**src/rtl/risc_pkg.sv**
```systemverilog
// risc_pkg: types and constants shared by the RiSC core,
// its memory-side responder and the benches.
package risc_pkg;

  typedef enum logic [1:0] {
    IDLE,
    WAIT,
    RESP
  } mem_state_t;

  localparam int AW        = 8;
  localparam int DW        = 8;
  localparam int MEM_DEPTH = 1 << AW;

  localparam logic [2:0] ADD   = 3'd0;
  localparam logic [2:0] SUB   = 3'd1;
  localparam logic [2:0] LOAD  = 3'd2;
  localparam logic [2:0] STORE = 3'd3;
  localparam logic [2:0] JLEZ  = 3'd4;
  localparam logic [2:0] JALR  = 3'd5;
  localparam logic [2:0] HALT  = 3'd7;

  localparam logic [1:0] LUI = 2'd2;
  localparam logic [1:0] LLI = 2'd3;

endpackage

```
**src/rtl/risc_mem_array.sv**
```systemverilog
// risc_mem_array: 2^AW x DW storage, one synchronous
// write port and one asynchronous read port.
module risc_mem_array #(
  parameter int AW = 8,
  parameter int DW = 8
) (
  input  logic          clk,
  input  logic          we,
  input  logic [AW-1:0] waddr,
  input  logic [DW-1:0] wdata,
  input  logic [AW-1:0] raddr,
  output logic [DW-1:0] rdata
);

  logic [DW-1:0] mem [2**AW];

  always_ff @(posedge clk) begin
    if (we) mem[waddr] <= wdata;
  end

  assign rdata = mem[raddr];

endmodule

```
**src/rtl/risc_mem_responder.sv**
```systemverilog
// risc_mem_responder: memory responder for the RiSC core
// with a byte-stream program loader sharing the write port.
module risc_mem_responder #(
  parameter int AW          = 8,
  parameter int DW          = 8,
  parameter int WAIT_STATES = 1
) (
  input  logic          clk,
  input  logic          rst,
  input  logic          req_valid,
  output logic          req_ready,
  input  logic          req_we,
  input  logic [AW-1:0] req_addr,
  input  logic [DW-1:0] req_wdata,
  output logic          rsp_valid,
  output logic [DW-1:0] rsp_rdata,
  input  logic          ld_valid,
  output logic          ld_ready,
  input  logic [DW-1:0] ld_data,
  input  logic          ld_last,
  output logic          ld_busy,
  output logic          ld_done
);

  import risc_pkg::*;

  localparam logic [2:0] WS_INIT =
    3'((WAIT_STATES > 0) ? WAIT_STATES - 1 : 0);

  mem_state_t    state, state_n;
  logic [2:0]    wcnt, wcnt_n;
  logic          lat_we;
  logic [AW-1:0] lat_addr;
  logic [DW-1:0] lat_wdata;
  logic [AW-1:0] ld_ptr;
  logic          req_acc, ld_acc, go_resp;
  logic          cur_we;
  logic [AW-1:0] cur_addr;
  logic [DW-1:0] cur_wdata, rd_data;
  logic          mem_we;
  logic [AW-1:0] mem_waddr;
  logic [DW-1:0] mem_wdata;

  assign ld_ready  = (state == IDLE);
  assign req_ready = (state == IDLE) & ~ld_valid & ~ld_busy;
  assign ld_acc    = ld_valid & ld_ready;
  assign req_acc   = req_valid & req_ready;
  assign rsp_valid = (state == RESP);

  always_comb begin
    state_n = state;
    wcnt_n  = wcnt;
    unique case (state)
      IDLE: begin
        if (req_acc) begin
          if (WAIT_STATES > 0) begin
            state_n = WAIT;
            wcnt_n  = WS_INIT;
          end else begin
            state_n = RESP;
          end
        end
      end
      WAIT: begin
        if (wcnt == 3'd0) state_n = RESP;
        else wcnt_n = wcnt - 3'd1;
      end
      RESP:    state_n = IDLE;
      default: state_n = IDLE;
    endcase
  end

  assign go_resp = (state_n == RESP);

  // zero-wait requests enter RESP on the acceptance edge,
  // before the latches have captured them
  assign cur_we    = (state == IDLE) ? req_we    : lat_we;
  assign cur_addr  = (state == IDLE) ? req_addr  : lat_addr;
  assign cur_wdata = (state == IDLE) ? req_wdata : lat_wdata;

  assign mem_we    = ~rst & (ld_acc | (go_resp & cur_we));
  assign mem_waddr = ld_acc ? ld_ptr  : cur_addr;
  assign mem_wdata = ld_acc ? ld_data : cur_wdata;

  risc_mem_array #(
    .AW(AW),
    .DW(DW)
  ) u_array (
    .clk  (clk),
    .we   (mem_we),
    .waddr(mem_waddr),
    .wdata(mem_wdata),
    .raddr(cur_addr),
    .rdata(rd_data)
  );

  always_ff @(posedge clk) begin
    if (rst) begin
      state     <= IDLE;
      wcnt      <= 3'd0;
      rsp_rdata <= '0;
      ld_ptr    <= '0;
      ld_busy   <= 1'b0;
      ld_done   <= 1'b0;
      lat_we    <= 1'b0;
      lat_addr  <= '0;
      lat_wdata <= '0;
    end else begin
      state <= state_n;
      wcnt  <= wcnt_n;
      if (req_acc) begin
        lat_we    <= req_we;
        lat_addr  <= req_addr;
        lat_wdata <= req_wdata;
      end
      if (go_resp) rsp_rdata <= cur_we ? cur_wdata : rd_data;
      if (ld_acc) begin
        if (ld_last) begin
          ld_ptr  <= '0;
          ld_busy <= 1'b0;
          ld_done <= 1'b1;
        end else begin
          ld_ptr  <= ld_ptr + AW'(1);
          ld_busy <= 1'b1;
        end
      end
    end
  end

endmodule

```
**config.mk**
```make
export PLATFORM = sky130hd
export DESIGN_NAME = risc_mem_responder
export DESIGN_NICKNAME = d
export VERILOG_FILES = /design/src/rtl/risc_pkg.sv /design/src/rtl/risc_mem_array.sv /design/src/rtl/risc_mem_responder.sv
export SDC_FILE = /design/constraint.sdc
export NUM_CORES = 2
export LEC_CHECK = 0
export ABC_AREA = 1
export BUFFER_PORTS_ARGS = -buffer_cell sky130_fd_sc_hd__buf_2
export CAP_MARGIN = 20
export CORE_MARGIN = 5
export CORE_UTILIZATION = 41
export DETAILED_ROUTE_END_ITERATION = 8
export HOLD_SLACK_MARGIN = 0.05
export PLACE_DENSITY = 0.53
export SLEW_MARGIN = 20
export SYNTH_ARGS = -nofsm -noshare
export SYNTH_HDL_FRONTEND = slang
export SYNTH_SLANG_ARGS = --single-unit
```
**constraint.sdc**
```tcl
create_clock -name clk -period 19.5 [get_ports clk]
set_input_delay 1.95 -clock clk [delete_from_list [all_inputs] [get_ports clk]]
set_output_delay 1.95 -clock clk [all_outputs]
set_load 0.005 [all_outputs]
```
==> impl_summary.txt <==
----------------------------------------------------
[Clock network]
  Clock transition at the register clock pins on the worst setup and hold paths after CTS ... 0.07 ns
  Longest Clk Path Bufs ... 3
  Clock tree root driver cell ... clkbuf_16
  Sinks on Clock Net ... 2,088
  Clock tree from TritonCTS ... done
  CTS H-tree lvls ... 4
  Post-cts repair resize count ... 0
  Post-CTS Hold Buffers ... 0
  Total clock buffers created by CTS ... 217
  Insertion delay to the later sink of the worst-skew pair ... 0.85 ns
  Post-CTS setup buffers ... 0

[Placed design]
  Routability congestion estimate from global placement ... 0.853
  Buffers on Ports ... 42
  Post-DP HPWL ... 149 mm
  Area after DPL ... 93,300 um2
  Post-Place Cells ... 11,439

[Final layout]
  Final std cells w/o fill ... 11,841
  Cell area after layout ... 99,800 um2
  Fillers ... 20,869
  Number of nets in the final layout ... 8,717
  Signed area change from the synthesized netlist to the final layout ... 9.76%
  Core utilization of the finished layout ... 45.1%
  Share of post-route cells with drive strength above 1 ... 5.29%

[Drt]
  Vias/cell ... 5.19
  Total iterations of the first detailed-routing run ... 5
  Avg WL per Cell ... 22.7 um
  Highest routing layer actually used ... met5
  Count of unresolved DRC violations after routing ... 0
  Aggregate routed wire length ... 269 mm
  Violation count after the first detailed-routing iteration ... 5,792
  Total routed wire length on the met1 layer ... 117 mm
  WL met2 ... 125 mm
  Remaining number of nets flagged by the antenna check after routing ... 0
  DR WL met3 ... 17.3 mm
  DR vias ... 61,428

[Run]
  Max_cap viols ... 0

[Synthesis]
  Number of synthesized register bits ... 2,088
  Cell taking the most area after synthesis ... edfxtp_1
  Average cell area after synthesis ... 10.3 um2
  Flip-flop cell with the highest count after synthesis ... edfxtp_1
  Async set-or-reset flop fraction in the synthesized netlist ... 0%
  Nets in the synthesized netlist ... 8,858
  Share of synthesized area occupied by flip-flops and latches ... 68.5%
  Post-synth top area share ... 67.6%
  Synthesized instance count ... 8,825
  Leading post-synthesis cells by cell area ... edfxtp_1 (68%), nand2_1 (11%), nand3_1 (8.9%), inv_1 (5.5%), buf_2 (1.8%)
  Post-synth EDFFs ... 2,048
  Yosys Warn Count ... 0
  Synthesized cell area ... 91,000 um2
  Distinct cells, synth ... 36
  Leading post-synthesis cells by instance count ... nand2_1 (2,615), edfxtp_1 (2,048), nand3_1 (1,609)
  Top-count cell post-synth ... nand2_1

[Global route]
  Via count of the first global-routing pass ... 58,237
  All-Layer GR Usage ... 22.9%
  Global-route wire length before repair ... 397 mm
  Antenna violations before repair ... 7
  Remaining global-route overflow ... 0
  Maximum number of pins on one net before global-route repair ... 188

[Setup path]
  CP Data Required Time ... 20.26 ns
  Max Fanout on Critical Path ... 145
  Critical path endpoint category ... register
  Type of origin of the critical path ... primary input
  Start-to-end type of the worst setup path ... in2reg
  Crit path DAT ... 7.71 ns

[Pwr]
  Worst IR drop on VDD ... 0.0000859 V
  Leakage ... 39.8 nW
  Proportion of power drawn by combinational gates ... 11.3%
  Internal Dissipation ... 7.39 mW
  Pwr per Cell Area ... 101 nW/um2
  Power consumption ... 10.0 mW
  Switch Pwr ... 2.65 mW
  Share of power burned in registers ... 50.1%
  Relative contribution of the clock network to total power ... 38.6%
  Switching power as a share of total power ... 26.4%

[Timing]
  Normalized max-slew margin ... 24.6%
  Final critical-path share of the clock period ... 35.6%
  Time the worst path needs with I/O delays and setup ... 6.95 ns
  Final setup skew ... 0.0286 ns
  Slew Viols, Final ... 0
  Unrepaired setup endpoints after global routing ... false
  Sum of negative setup slack ... 0 ns
  Final setup violation count ... 0
  Highest achievable clock rate ... 144 MHz
  Number of hold-slack violations in the final timing report ... 0
  Actual transition at the worst max-transition pin ... 1.13 ns

[Status]
  Run status ... finished, final reports clean

[Min path]
  Class of the most critical hold timing path ... reg2reg

[Die]
  Die height ... 481 um
  Initial standard-cell utilization of the core ... 41.1%
  Floorplan row count ... 173
  Full die area ... 231,000 um2
  Core Region ... 221,000 um2
  Die outline width ... 481 um
  I/O pins ... 43

----------------------------------------------------
[cell families (layout without fill, tap and decap cells)]
kind of cell | Yosys count | in the layout | synth area share, %
compound gates | 324 | 324 | 1.88
xor+xnor | 4 | 4 | 0.0385
fa+ha+maj | 3 | 3 | 0.0413
buf+inv | 1843 | 1879 | 8.38
flops | 2088 | 2088 | 68.5
other cells | 0 | 5 | 0
simple gates | 4563 | 4563 | 21.2
[area by class of cell]
cell class | count | area [um2] | share of cell area, %
Timing Repair Buffer | 136 | 1070 | 1.08
Sequential cell | 2088 | 62300 | 62.4
Clock inverter | 119 | 785 | 0.786
Multi-Input combinational cell | 4894 | 21100 | 21.2
Clock buffer | 277 | 5720 | 5.73
Tap cell | 2975 | 3720 | 3.73
Inverter | 1347 | 5080 | 5.08
Antenna cell | 5 | 12.5 | 0.0125
[worst paths after layout]
kind                                    from      endpoint  slack, ns  depth (start not counted)
worst max-delay path             req_addr[1]  rsp_rdata[5]      12.56                         16
worst min-delay path            lat_wdata[6]  lat_wdata[6]       0.46                          2
worst max register to register      state[1]  rsp_rdata[5]      13.17                         17
worst min register to register  lat_wdata[6]  lat_wdata[6]       0.46                          2
[registers in the layout, summed over array words and instances (netlist names)]
signal       count
ld_ptr           8
lat_wdata        8
lat_we           1
rsp_rdata        8
ld_done          1
u_array.mem   2048
state            2
lat_addr         8
wcnt             3
ld_busy          1
[placed cells by master (no fill, tap or decap), types with 2 or more instances in the layout]
cell | netlist | layout
nor3_1 | 4 | 4
buf_4 | 52 | 82
ha_1 | 3 | 3
o21ai_0 | 257 | 257
edfxtp_1 | 2048 | 2048
clkbuf_1 | 85 | 56
nand2_1 | 2615 | 2602
nor2_1 | 315 | 313
or2_2 | 2 | 2
nand3_1 | 1609 | 1609
o21ai_4 | 3 | 8
nor2_2 | 1 | 3
buf_2 | 336 | 42
a21oi_2 | 5 | 6
inv_4 | 1 | 3
nand2_8 | 0 | 2
inv_2 | 5 | 3
nand2_4 | 5 | 5
buf_12 | 0 | 11
diode_2 | 0 | 5
xor2_1 | 4 | 4
nand2_2 | 4 | 15
a21oi_1 | 36 | 35
inv_6 | 1 | 5
o21ai_1 | 9 | 8
dfxtp_1 | 40 | 40
nand4_1 | 2 | 2
bufinv_16 | 0 | 5
clkinv_1 | 2 | 61
or2_1 | 3 | 3
clkbuf_8 | 0 | 2
clkinv_8 | 0 | 7
o211ai_1 | 8 | 8
clkbuf_16 | 0 | 219
inv_1 | 1338 | 1337
clkinv_2 | 0 | 41
[routing by layer]
metal	GRT usage, %	vias to the layer above
li1	-	28700
met1	32.2	30164
met2	36.4	2132
met3	3.59	430
met4	7.98	2
met5	0	-
[power by group through the flow]
stage | clock, mW | sequential [mW] | combinational (mW)
after floorplan | 0 | 5.19 | 0.685
after global placement | 0 | 5.12 | 1.13
after detailed placement | 0 | 5.12 | 1.14
after CTS | 3.95 | 5.02 | 1.14
after global routing | 4.14 | 5.02 | 1.23
final | 3.87 | 5.02 | 1.14
[worst max-delay path, stage by stage]
cell and delay (ns):
buf_2 0.13, o21ai_4 0.57, buf_4 0.72, buf_12 0.60
buf_4 0.88, buf_4 0.63, nand3_1 0.17, nand3_1 0.17
nand3_1 0.12, nand3_1 0.19, nand3_1 0.23, nand3_1 0.17
nand3_1 0.37, nand3_1 0.22, nand2_1 0.07, a21oi_1 0.12
[through the flow]
step / hold slack (ns) / setup slack, ns
final: 0.455 / 12.56
after global routing: 0.481 / 12.33
after CTS: 0.459 / 12.79
after detailed placement: 0.449 / 11.93
after global placement: 0.435 / 11.91
after floorplan: 0.429 / 10.38
Power figures use the tool's default switching activity.
